===== src/rtl/pipeline_ctrl_pkg.sv =====
// Shared constants and types for the pipeline stall/flush sequencer.
// Stall bit indices, exception_type bit positions and the default exception entry.
package pipeline_ctrl_pkg;

  localparam int STALL_PC  = 0;
  localparam int STALL_IF  = 1;
  localparam int STALL_ID  = 2;
  localparam int STALL_EX  = 3;
  localparam int STALL_MEM = 4;
  localparam int STALL_WB  = 5;
  localparam int STALL_W   = 6;

  localparam int EXC_ERET         = 7;
  localparam int EXC_ADE          = 6;
  localparam int EXC_SYSCALL      = 5;
  localparam int EXC_BREAK        = 4;
  localparam int EXC_TP           = 3;
  localparam int EXC_OVERFLOW     = 2;
  localparam int EXC_INVALID_INST = 1;
  localparam int EXC_IF           = 0;
  localparam int EXC_TYPE_BUS     = 8;

  localparam logic [31:0] DEFAULT_EXC_VECTOR = 32'hBFC00380;

  typedef enum logic {
    RUN,
    REDIRECT
  } ctrl_state_t;

  // eret returns to EPC and outranks every other cause bit
  function automatic logic [31:0] exc_target(input logic [EXC_TYPE_BUS-1:0] exc_type,
                                             input logic [31:0] epc,
                                             input logic [31:0] vector);
    return exc_type[EXC_ERET] ? epc : vector;
  endfunction

endpackage


===== src/rtl/pipeline_ctrl_stall_encoder.sv =====
// Priority encoder turning per-stage stall requests into the 6-bit hold vector.
// A stalled stage also holds every stage upstream of it; flush clears everything.
module stall_encoder
  import pipeline_ctrl_pkg::*;
(
  input  logic               flush,
  input  logic               req_if,
  input  logic               req_id,
  input  logic               req_ex,
  input  logic               req_mem,
  output logic [STALL_W-1:0] stall
);

  always_comb begin
    stall = '0;
    if (flush)
      stall = 6'b000000;
    else if (req_mem)
      stall = 6'b011111;
    else if (req_ex)
      stall = 6'b001111;
    else if (req_id)
      stall = 6'b000111;
    else if (req_if)
      stall = 6'b000011;
  end

endmodule


===== src/rtl/pipeline_ctrl.sv =====
// Central stall/flush sequencer: merges stage stall requests, turns MEM exceptions
// into a one-cycle flush plus a held PC redirect, and counts stall/flush cycles.
module pipeline_ctrl
  import pipeline_ctrl_pkg::*;
#(
  parameter logic [31:0] EXC_VECTOR = DEFAULT_EXC_VECTOR,
  parameter int          CNT_W      = 32
) (
  input  logic                    clk,
  input  logic                    rst,
  input  logic                    stall_request_if,
  input  logic                    stall_request_id,
  input  logic                    stall_request_ex,
  input  logic                    stall_request_mem,
  input  logic                    branch_is_error,
  input  logic [EXC_TYPE_BUS-1:0] exception_type,
  input  logic [31:0]             cp0_epc,
  output logic [STALL_W-1:0]      stall,
  output logic                    flush,
  output logic                    if_kill,
  output logic                    redirect_valid,
  output logic [31:0]             redirect_pc,
  output logic [CNT_W-1:0]        stall_cnt,
  output logic [CNT_W-1:0]        flush_cnt
);

  ctrl_state_t        state;
  ctrl_state_t        next_state;
  logic               exc_take;
  logic [STALL_W-1:0] enc_stall;
  logic [STALL_W-1:0] fetch_hold;
  logic [CNT_W-1:0]   cnt_one;

  // An exception waits in MEM until its data access completes
  assign exc_take = (|exception_type) & ~stall_request_mem;
  assign cnt_one  = {{(CNT_W-1){1'b0}}, 1'b1};

  always_comb begin
    fetch_hold = '0;
    fetch_hold[STALL_PC] = 1'b1;
    fetch_hold[STALL_IF] = 1'b1;
  end

  stall_encoder u_stall_encoder (
    .flush   (flush),
    .req_if  (stall_request_if),
    .req_id  (stall_request_id),
    .req_ex  (stall_request_ex),
    .req_mem (stall_request_mem),
    .stall   (enc_stall)
  );

  always_ff @(posedge clk) begin
    if (rst)
      state <= RUN;
    else
      state <= next_state;
  end

  always_comb begin
    next_state = state;
    case (state)
      RUN:      if (exc_take) next_state = REDIRECT;
      REDIRECT: if (!exc_take && !stall_request_if) next_state = RUN;
      default:  next_state = RUN;
    endcase
  end

  // Fetch is held while a redirect is pending so the PC can load the new target
  always_comb begin
    flush          = exc_take;
    if_kill        = branch_is_error & ~stall_request_id & ~exc_take & (state == RUN);
    redirect_valid = (state == REDIRECT);
    stall          = enc_stall;
    if (state == REDIRECT && !exc_take)
      stall = enc_stall | fetch_hold;
  end

  always_ff @(posedge clk) begin
    if (rst)
      redirect_pc <= '0;
    else if (exc_take)
      redirect_pc <= exc_target(exception_type, cp0_epc, EXC_VECTOR);
  end

  always_ff @(posedge clk) begin
    if (rst) begin
      stall_cnt <= '0;
      flush_cnt <= '0;
    end else begin
      if (stall != '0)
        stall_cnt <= stall_cnt + cnt_one;
      if (flush)
        flush_cnt <= flush_cnt + cnt_one;
    end
  end

endmodule

===== config.mk =====
export PLATFORM = sky130hd
export DESIGN_NAME = pipeline_ctrl
export DESIGN_NICKNAME = d
export VERILOG_FILES = /design/src/rtl/pipeline_ctrl_pkg.sv /design/src/rtl/pipeline_ctrl_stall_encoder.sv /design/src/rtl/pipeline_ctrl.sv
export SDC_FILE = /design/constraint.sdc
export NUM_CORES = 1
export LEC_CHECK = 0
export BUFFER_PORTS_ARGS = -buffer_cell sky130_fd_sc_hd__clkbuf_2
export CAP_MARGIN = 20
export CORE_AREA = 4 4 100 102
export CTS_CLUSTER_SIZE = 14
export DETAILED_ROUTE_END_ITERATION = 12
export DIE_AREA = 0 0 104 106
export GPL_TIMING_DRIVEN = 0
export PLACE_DENSITY = 0.8
export SYNTH_ARGS = -nofsm -noshare
export SYNTH_HDL_FRONTEND = slang
export SYNTH_SLANG_ARGS = --single-unit

===== constraint.sdc =====
create_clock -name clk -period 2.3 [get_ports clk]
set_input_delay 0.345 -clock clk [delete_from_list [all_inputs] [get_ports clk]]
set_output_delay 0.345 -clock clk [all_outputs]
set_load 0.01 [all_outputs]

==> impl_metrics.json, run 1 <==
{
  "status": "complete, no violations",
  "grt_max_degree": 21,
  "drv_cap": 0,
  "synth_top_family_by_area": "simple AND/OR/NAND/NOR gates",
  "rows": 35,
  "post-route-period-util_pct": 95.6,
  "portBuffers": 149,
  "rsz0062_at_grt": "false",
  "seq_area_frac_synth_pct": 42.2,
  "total_power_mw": 3.31,
  "relSlewSlack_pct": 42.4,
  "via_count": 4915,
  "cts_tree": "yes",
  "detailed_place.area_sq_mm": 0.00548,
  "drt_pass1_iterations": 5,
  "synth_compound_area_share_pct": 13.4,
  "fin_hold_ws_ns": 0.226,
  "clockBufferDepth": 2,
  "timing_max_transition_violations_final": 0,
  "overflow": 0,
  "antenna_left": 0,
  "dp_hpwl_um": 10200,
  "stdcell_area_sq_mm": 0.00578,
  "synth_warnings": 0,
  "synth-seq-cells": 97,
  "pin_count": 152,
  "area_growth_pct": 25.8,
  "grtUsageTotal_pct": 24.3,
  "core_area_sq_mm": 0.00911,
  "clock_latency_ns": 0.36,
  "crit_path_start_kind": "register",
  "nets": 760,
  "arrival_ns": 2.49,
  "cts_buffers": 9,
  "synth_edf_count": 0,
  "die_w_um": 104,
  "syn_inst": 551,
  "clock_skew_ns": 0.0117,
  "worstPathMaxFanout": 10,
  "setup_tns_ns": 0,
  "finalHoldViolations": 0,
  "p_leak_nw": 2.26,
  "drive_above_1_share_pct": 30.0,
  "synth.distinct_cells": 45,
  "hold_path.class": "in -> reg",
  "setup_viol": 0,
  "irDropWorstVdd_uv": 353,
  "clkTransAtPathRegs_ns": 0.09,
  "wl_um": 13800,
  "critPathKind": "reg -> reg",
  "mostFrequentLayoutCell": "clkbuf_2",
  "syn_nets": 600,
  "avgViaCountPerCell": 5.94,
  "max_slew.worst_pin.slew_ns": 0.855,
  "synth-xor-area-share_pct": 1.52,
  "gp_routability_congestion": 0.853,
  "diodes": 0,
  "synth_fa_ha_area_share_pct": 0.544,
  "fin_crit_ns": 2.20,
  "cts_htree_levels": 3,
  "finalWorstSetupSlack_ns": 0.101,
  "synth_mux_area_share_pct": 4.65,
  "cts.sinks": 97,
  "synthArstFlopShare_pct": 0,
  "cts_root_buffer": "clkbuf_8",
  "holdBufCountCts": 0,
  "ys.flop_type": "dfxtp_1",
  "cp-end-kind": "register",
  "die_h_um": 106,
  "drt_iter0_drc": 277,
  "place_ws_ns": -0.441,
  "fmax_mhz": 455,
  "die_area_sq_mm": 0.0110,
  "grt_pass1_wl_um": 22300,
  "cp.required_ns": 2.59,
  "grt_pass1_vias": 4622,
  "start_util_pct": 50.5,
  "syn_area_per_cell_sq_um": 8.35,
  "power_density_mw_per_mm2": 573,
  "antenna_found_initial": 0,
  "final_cell_mix": "clkbuf_2 (150), dfxtp_1 (91), a21oi_1 (59), nor2_1 (46), nand3_1 (42)",
  "drc": 0,
  "wire_per_inst_um": 16.6,
  "synth.cell_area_sq_mm": 0.00460,
  "synth-simple-area-share_pct": 33.0
}
## flip-flops by register name, indices dropped and copies added, names as in the netlist
register and flops:
redirect_valid 1, stall_cnt 32, redirect_pc 32, flush_cnt 32
## cell usage after synthesis, types with 2 or more instances
cell type	number	area share (%)
o21ai_0	7	0.76
a21o_1	2	0.33
nor4_1	5	0.68
dfxtp_1	97	42
or3_1	7	0.95
xnor2_1	7	1.3
nor4b_1	2	0.38
clkbuf_1	28	2.3
inv_1	7	0.57
a21oi_1	59	6.4
nand3_1	42	4.6
mux2_2	19	4.7
or4_1	33	5.4
a211oi_1	4	0.65
and3_1	6	0.82
buf_2	4	0.44
nor3b_1	12	2.0
nand4_1	26	3.5
o31ai_1	27	4.4
buf_1	7	0.57
ha_1	2	0.54
and2_1	2	0.27
buf_4	2	0.33
nor2_1	46	3.8
nand2_1	39	3.2
nor3_1	17	1.9
nor4_4	2	0.93
and4_1	7	1.3
nor2b_1	17	2.3
## worst max-delay path: stages, from the launching register on
cell,delay (ns)
dfxtp_1,0.46
nand4_1,0.21
or4_1,0.50
buf_2,0.18
buf_6,0.15
or4_1,0.48
a21oi_1,0.16
## timing repair
item / 4_1_cts / 5_1_grt
setup endpoints to repair: 25 / 8
gates cloned: 0 / 1
setup buffers: 3 / 0
gates resized for setup: 5 / 14
pin swaps: 3 / 1
## path summary, 6_finish.rpt
path / cells past startpoint / endpoint / from / slack (ns)
worst max-delay path: 6 / flush_cnt[22]$_SDFFE_PP0P_ / flush_cnt[3]$_SDFFE_PP0P_ / 0.10
worst min-delay path: 3 / redirect_valid$_SDFF_PP0_ / stall_request_if / 0.23
worst max register to register: 6 / flush_cnt[22]$_SDFFE_PP0P_ / flush_cnt[3]$_SDFFE_PP0P_ / 0.10
worst min register to register: 2 / redirect_pc[18]$_SDFFE_PP0P_ / redirect_pc[18]$_SDFFE_PP0P_ / 0.46
## area by class of cell
type / count / area (sq um)
multi-input combinational: 403 / 2490
clock buffer: 11 / 151
fill: 804 / 3320
clock inverter: 5 / 77.6
buffer: 37 / 159
tap: 111 / 139
sequential: 97 / 1950
inverter: 9 / 43.8
timing repair inverter: 1 / 5.00
timing repair buffer: 153 / 773
## per-layer routing
metal / up-vias / GRT usage, % / share of wire, %
li1: 2350 / - / -
met1: 2305 / 28.8 / 39
met2: 230 / 41.5 / 49
met3: 30 / 7.71 / 9.7
met4: 0 / 9.02 / 2.2
met5: - / 0 / 0
## through the flow
step	cells	util, %
finish	827	63.5
global route	827	63.5
CTS	827	63.1
detailed placement	811	60.2
global placement	811	60.2
floorplan	551	-
## kinds of logic after synthesis
group                      after synthesis
other                                    1
muxes                                   19
xor gates and xnor gates                 8
adders and majority gates                2
and+or+nand+nor                        269
DFF                                     97
AOI/OAI and AO/OA                      104
buffers and inverters                   51
## power by group
part	internal [mW]	leakage (nW)	total [mW]	switching, mW
clock network	0.669	0.115	1.27	0.602
registers	1.72	0.790	1.75	0.0285
logic	0.114	1.35	0.297	0.184
No activity file was read; power rests on OpenSTA's default activity.
==> run 2, diff against run 1 <==
--- a/config.mk
+++ b/config.mk
@@ -7,12 +7,14 @@
 export LEC_CHECK = 0
 export BUFFER_PORTS_ARGS = -buffer_cell sky130_fd_sc_hd__clkbuf_2
 export CAP_MARGIN = 20
-export CORE_AREA = 4 4 100 102
+export CELL_PAD_IN_SITES_DETAIL_PLACEMENT = 1
+export CELL_PAD_IN_SITES_GLOBAL_PLACEMENT = 1
+export CORE_AREA = 4 4 117 119
 export CTS_CLUSTER_SIZE = 14
 export DETAILED_ROUTE_END_ITERATION = 12
-export DIE_AREA = 0 0 104 106
+export DIE_AREA = 0 0 121 123
 export GPL_TIMING_DRIVEN = 0
-export PLACE_DENSITY = 0.8
+export PLACE_DENSITY_LB_ADDON = 0.1
 export SYNTH_ARGS = -nofsm -noshare
 export SYNTH_HDL_FRONTEND = slang
 export SYNTH_SLANG_ARGS = --single-unit
==> impl_metrics.json, run 2 (synthesis results as in run 1) <==
{
  "crit_path_start_kind": "register",
  "dp_hpwl_um": 11800,
  "cts_tree": "yes",
  "grt_pass1_wl_um": 25500,
  "grt_pass1_vias": 4964,
  "fmax_mhz": 450,
  "cts_htree_levels": 3,
  "routed-wl-met3_um": 838,
  "overflow": 0,
  "total_power_mw": 3.47,
  "area_growth_pct": 29.5,
  "setup_viol": 0,
  "wl_met2_um": 7920,
  "drt_pass1_iterations": 5,
  "finalWorstSetupSlack_ns": 0.0780,
  "slowest_stage": "or4_4",
  "antenna_left": 0,
  "cts_root_buffer": "clkbuf_16",
  "power_density_mw_per_mm2": 583,
  "grt_max_degree": 21,
  "m1WireLength_um": 6700,
  "cp.required_ns": 1.96,
  "avgViaCountPerCell": 5.48,
  "die_w_um": 121,
  "antenna_found_initial": 0,
  "timing_max_transition_violations_final": 0,
  "finalCoreUtilization_pct": 47.4,
  "p_leak_nw": 2.29,
  "crit_buf_inv": 4,
  "drv_cap": 0,
  "holdBufCountCts": 0,
  "die_area_sq_mm": 0.0149,
  "irDropWorstVdd_uv": 235,
  "drive_above_1_share_pct": 30.3,
  "final_cells": 892,
  "multi_input_area_sq_mm": 0.00250,
  "crit_chain": "or4_4 > a31oi_4 > inv_4 > buf_6 > buf_4 > clkbuf_2",
  "rows": 41,
  "cp-end-kind": "primary output",
  "max_slew.worst_pin.slew_ns": 0.728,
  "mostFrequentLayoutCell": "clkbuf_2",
  "place_ws_ns": -0.486,
  "worstPathMaxFanout": 11,
  "fin_crit_ns": 2.22,
  "clock_skew_ns": 0.00506,
  "diodes": 0,
  "drt_iter0_drc": 209,
  "start_util_pct": 36.6,
  "pin_count": 152,
  "portBuffers": 149,
  "crit_family": "buffers and inverters",
  "wl_um": 15800,
  "cts.sinks": 97,
  "core_area_sq_mm": 0.0126,
  "gp_routability_congestion": 0.790,
  "die_h_um": 123,
  "cts_buffers": 9,
  "relSlewSlack_pct": 51.1,
  "dp.cells": 873,
  "post-route-period-util_pct": 96.6,
  "finalHoldViolations": 0,
  "register_area_sq_mm": 0.00195,
  "grtUsageTotal_pct": 21.5,
  "drc": 0,
  "critPathKind": "reg -> out",
  "clockBufferDepth": 2,
  "fillCellCount": 1581,
  "largestRegisters": "flush_cnt: 32 flops, redirect_pc: 32 flops, stall_cnt: 32 flops",
  "arrival_ns": 1.88,
  "nets": 766,
  "clkTransAtPathRegs_ns": 0.06,
  "wire_per_inst_um": 17.8,
  "final_cell_mix": "clkbuf_2 (151), dfxtp_1 (92), a21oi_1 (59), nor2_1 (46), nand3_1 (42)",
  "status": "complete, no violations",
  "clock_latency_ns": 0.34,
  "hold_path.class": "in -> reg",
  "highest_layer": "met4",
  "via_count": 4888,
  "cp_slowest_stage_delay_ns": 0.45
}
-- run 2: changes by cell type in the layout (fill, tap and decap cells not counted), sizes merged --
cell and delta:
clkinvlp -1, bufinv -2, clkinv -2, buf +6, clkbuf +3
-- run 2: what timing repair did --
item / CTS / global route
gates cloned: 0 / 1
resized for setup: 6 / 19
buffers inserted: 3 / 4
endpoints found under the setup margin: 27 / 18
pin swaps: 3 / 3
-- run 2: report_power, final --
group / switching (mW) / internal (mW) / total [mW]
clock: 0.631 / 0.784 / 1.41
combinational: 0.191 / 0.119 / 0.310
sequential: 0.0297 / 1.72 / 1.75
total: 0.852 / 2.62 / 3.47
-- run 2: stage by stage --
stage / area, sq um / hold WS, ns / TNS [ns]
after floorplan: 4600 / 0.476 / 0
after global placement: 5560 / 0.440 / -13.64
after detailed placement: 5560 / 0.452 / -13.63
after CTS: 5870 / 0.247 / 0
after global routing: 5960 / 0.262 / -0.0125
final: 5960 / 0.257 / 0
-- run 2: worst register-to-register path, delay by kind of cell (launching register included) --
kind	cells	cell delay [ns]
DFF	1	0.45
AOI/OAI and AO/OA	1	0.14
and+or+nand+nor	3	1.20
buffers and inverters	2	0.34
-- run 2: per-layer routing --
metal,up-vias,GRT usage (%)
met2,105,37.3
li1,2362,-
met3,24,4.89
met4,0,8.22
met5,-,0
met1,2397,26.0
-- run 2: path summary, 6_finish.rpt --
path / to / from / cells past startpoint / slack, ns
setup / recovery: stall[1] / redirect_valid$_SDFF_PP0_ / 6 / 0.08
hold / removal: redirect_pc[5]$_SDFFE_PP0P_ / cp0_epc[5] / 3 / 0.26
setup reg to reg: flush_cnt[22]$_SDFFE_PP0P_ / flush_cnt[11]$_SDFFE_PP0P_ / 6 / 0.10
hold reg to reg: redirect_pc[5]$_SDFFE_PP0P_ / redirect_pc[5]$_SDFFE_PP0P_ / 2 / 0.45
-- run 2: layout make-up --
class	instances	area share (%)
buffer	39	2.96
timing repair inverter	1	0.0840
tap	172	3.61
multi-input combinational	403	42.0
sequential	97	32.7
timing repair buffer	157	13.5
inverter	9	0.735
clock buffer	14	4.43
==> run 3, diff against run 2 <==
--- a/config.mk
+++ b/config.mk
@@ -14,6 +14,7 @@
 export DETAILED_ROUTE_END_ITERATION = 12
 export DIE_AREA = 0 0 121 123
 export GPL_TIMING_DRIVEN = 0
+export MAX_ROUTING_LAYER = met4
 export PLACE_DENSITY_LB_ADDON = 0.1
 export SYNTH_ARGS = -nofsm -noshare
 export SYNTH_HDL_FRONTEND = slang
==> impl_metrics.json, run 3 (synthesis results as in run 1) <==
{
  "status": "complete, no violations",
  "fmax_mhz": 450,
  "cts_buffers": 9,
  "drv_cap": 0,
  "portBuffers": 149,
  "worstPathMaxFanout": 11,
  "cts_tree": "yes",
  "critPathKind": "reg -> out",
  "grt_pass1_wl_um": 25500,
  "post-route-period-util_pct": 96.5,
  "reg2reg_slack_ns": 0.10,
  "cts_htree_levels": 3,
  "wire_per_inst_um": 17.8,
  "grt_pass1_vias": 4974,
  "hold_path.class": "in -> reg",
  "diodes": 0,
  "via_count": 4890,
  "clkTransAtPathRegs_ns": 0.06,
  "die_w_um": 121,
  "power_density_mw_per_mm2": 582,
  "largestRegisters": "flush_cnt: 32 flops, redirect_pc: 32 flops, stall_cnt: 32 flops",
  "start_util_pct": 36.6,
  "setup_tns_ns": 0,
  "pin_count": 152,
  "antenna_found_initial": 0,
  "core_area_sq_mm": 0.0126,
  "clock_latency_ns": 0.34,
  "holdBufCountCts": 0,
  "clock_skew_ns": 0.00538,
  "setup_viol": 0,
  "rows": 41,
  "gp_routability_congestion": 0.801,
  "cts_root_buffer": "clkbuf_16",
  "finalHoldViolations": 0,
  "stdcell_area_sq_mm": 0.00596,
  "die_area_sq_mm": 0.0149,
  "dp_hpwl_um": 11800,
  "grt_max_degree": 21,
  "cp-end-kind": "primary output",
  "relSlewSlack_pct": 51.4,
  "irDropWorstVdd_uv": 233,
  "avgViaCountPerCell": 5.48,
  "overflow": 0,
  "p_leak_nw": 2.29,
  "min_path_cells": 3,
  "drt_iter0_drc": 216,
  "detailed_place.area_sq_mm": 0.00556,
  "max_slew.worst_pin.slew_ns": 0.724,
  "reg2reg_depth": 6,
  "final_cell_mix": "clkbuf_2 (151), dfxtp_1 (92), a21oi_1 (59), nor2_1 (46), nand3_1 (42)",
  "drc": 0,
  "timing_max_transition_violations_final": 0,
  "nets": 766,
  "crit_path_start_kind": "register",
  "cts.sinks": 97,
  "die_h_um": 123,
  "fin_crit_ns": 2.22,
  "arrival_ns": 1.88,
  "cp.required_ns": 1.96,
  "drt_pass1_iterations": 4,
  "antenna_left": 0,
  "grtUsageTotal_pct": 22.1,
  "clockBufferDepth": 2,
  "area_growth_pct": 29.5,
  "wl_um": 15900,
  "drive_above_1_share_pct": 30.3,
  "mostFrequentLayoutCell": "clkbuf_2"
}
run 3: cell counts in the layout (fill, tap and decap cells not counted):
Identical to the previous run, type by type.
run 3: layout make-up:
type	instances	area, sq um
plain buffers	39	176
multi-input cells	403	2500
flip-flops and latches	97	1950
inverters	9	43.8
fillers	1581	6610
repair buffers	157	803
clock buffers	14	264
repair inverters	1	5.00
well taps	172	215
run 3: routing by layer:
metal | vias up | share of wire, % | GRT usage [%]
li1 | 2363 | - | -
met1 | 2386 | 42 | 26.3
met2 | 116 | 50 | 37.3
met3 | 25 | 5.1 | 4.30
met4 | 0 | 2.4 | 8.22
met5 | - | 0 | -
run 3: path summary, 6_finish.rpt:
check	from	endpoint
worst min-delay path	cp0_epc[5]	redirect_pc[5]$_SDFFE_PP0P_
worst max-delay path	redirect_valid$_SDFF_PP0_	stall[1]
worst min register to register	redirect_pc[5]$_SDFFE_PP0P_	redirect_pc[5]$_SDFFE_PP0P_
worst max register to register	flush_cnt[11]$_SDFFE_PP0P_	flush_cnt[22]$_SDFFE_PP0P_
run 3: where the power goes:
part           internal [mW]  total [mW]  switching [mW]
registers               1.72        1.75          0.0297
clock network          0.783        1.41           0.627
logic                  0.119       0.310           0.191
run 3: critical path, stage by stage (launching register included):
cell,delay (ns)
dfxtp_1,0.34
or4_4,0.45
a31oi_4,0.25
inv_4,0.09
buf_6,0.16
buf_4,0.13
clkbuf_2,0.12
run 3: timing repair:
item / in CTS / in global routing
gates cloned: 0 / 1
setup endpoints to repair: 27 / 18
setup buffers: 3 / 4
pin swaps: 3 / 3
resized for setup: 6 / 19
run 3: through the flow:
step / instances / hold slack, ns / utilization [%] / power, mW / setup WS, ns
2_1_floorplan: 551 / 0.476 / - / 1.93 / 0.0231
3_3_place_gp: 872 / 0.440 / 44.2 / 2.08 / -0.465
3_5_place_dp: 873 / 0.452 / 44.3 / 2.09 / -0.486
4_1_cts: 887 / 0.247 / 46.7 / 3.51 / 0.0101
5_1_grt: 892 / 0.262 / 47.4 / 3.62 / -0.0105
6_report: 892 / 0.258 / 47.4 / 3.47 / 0.0798
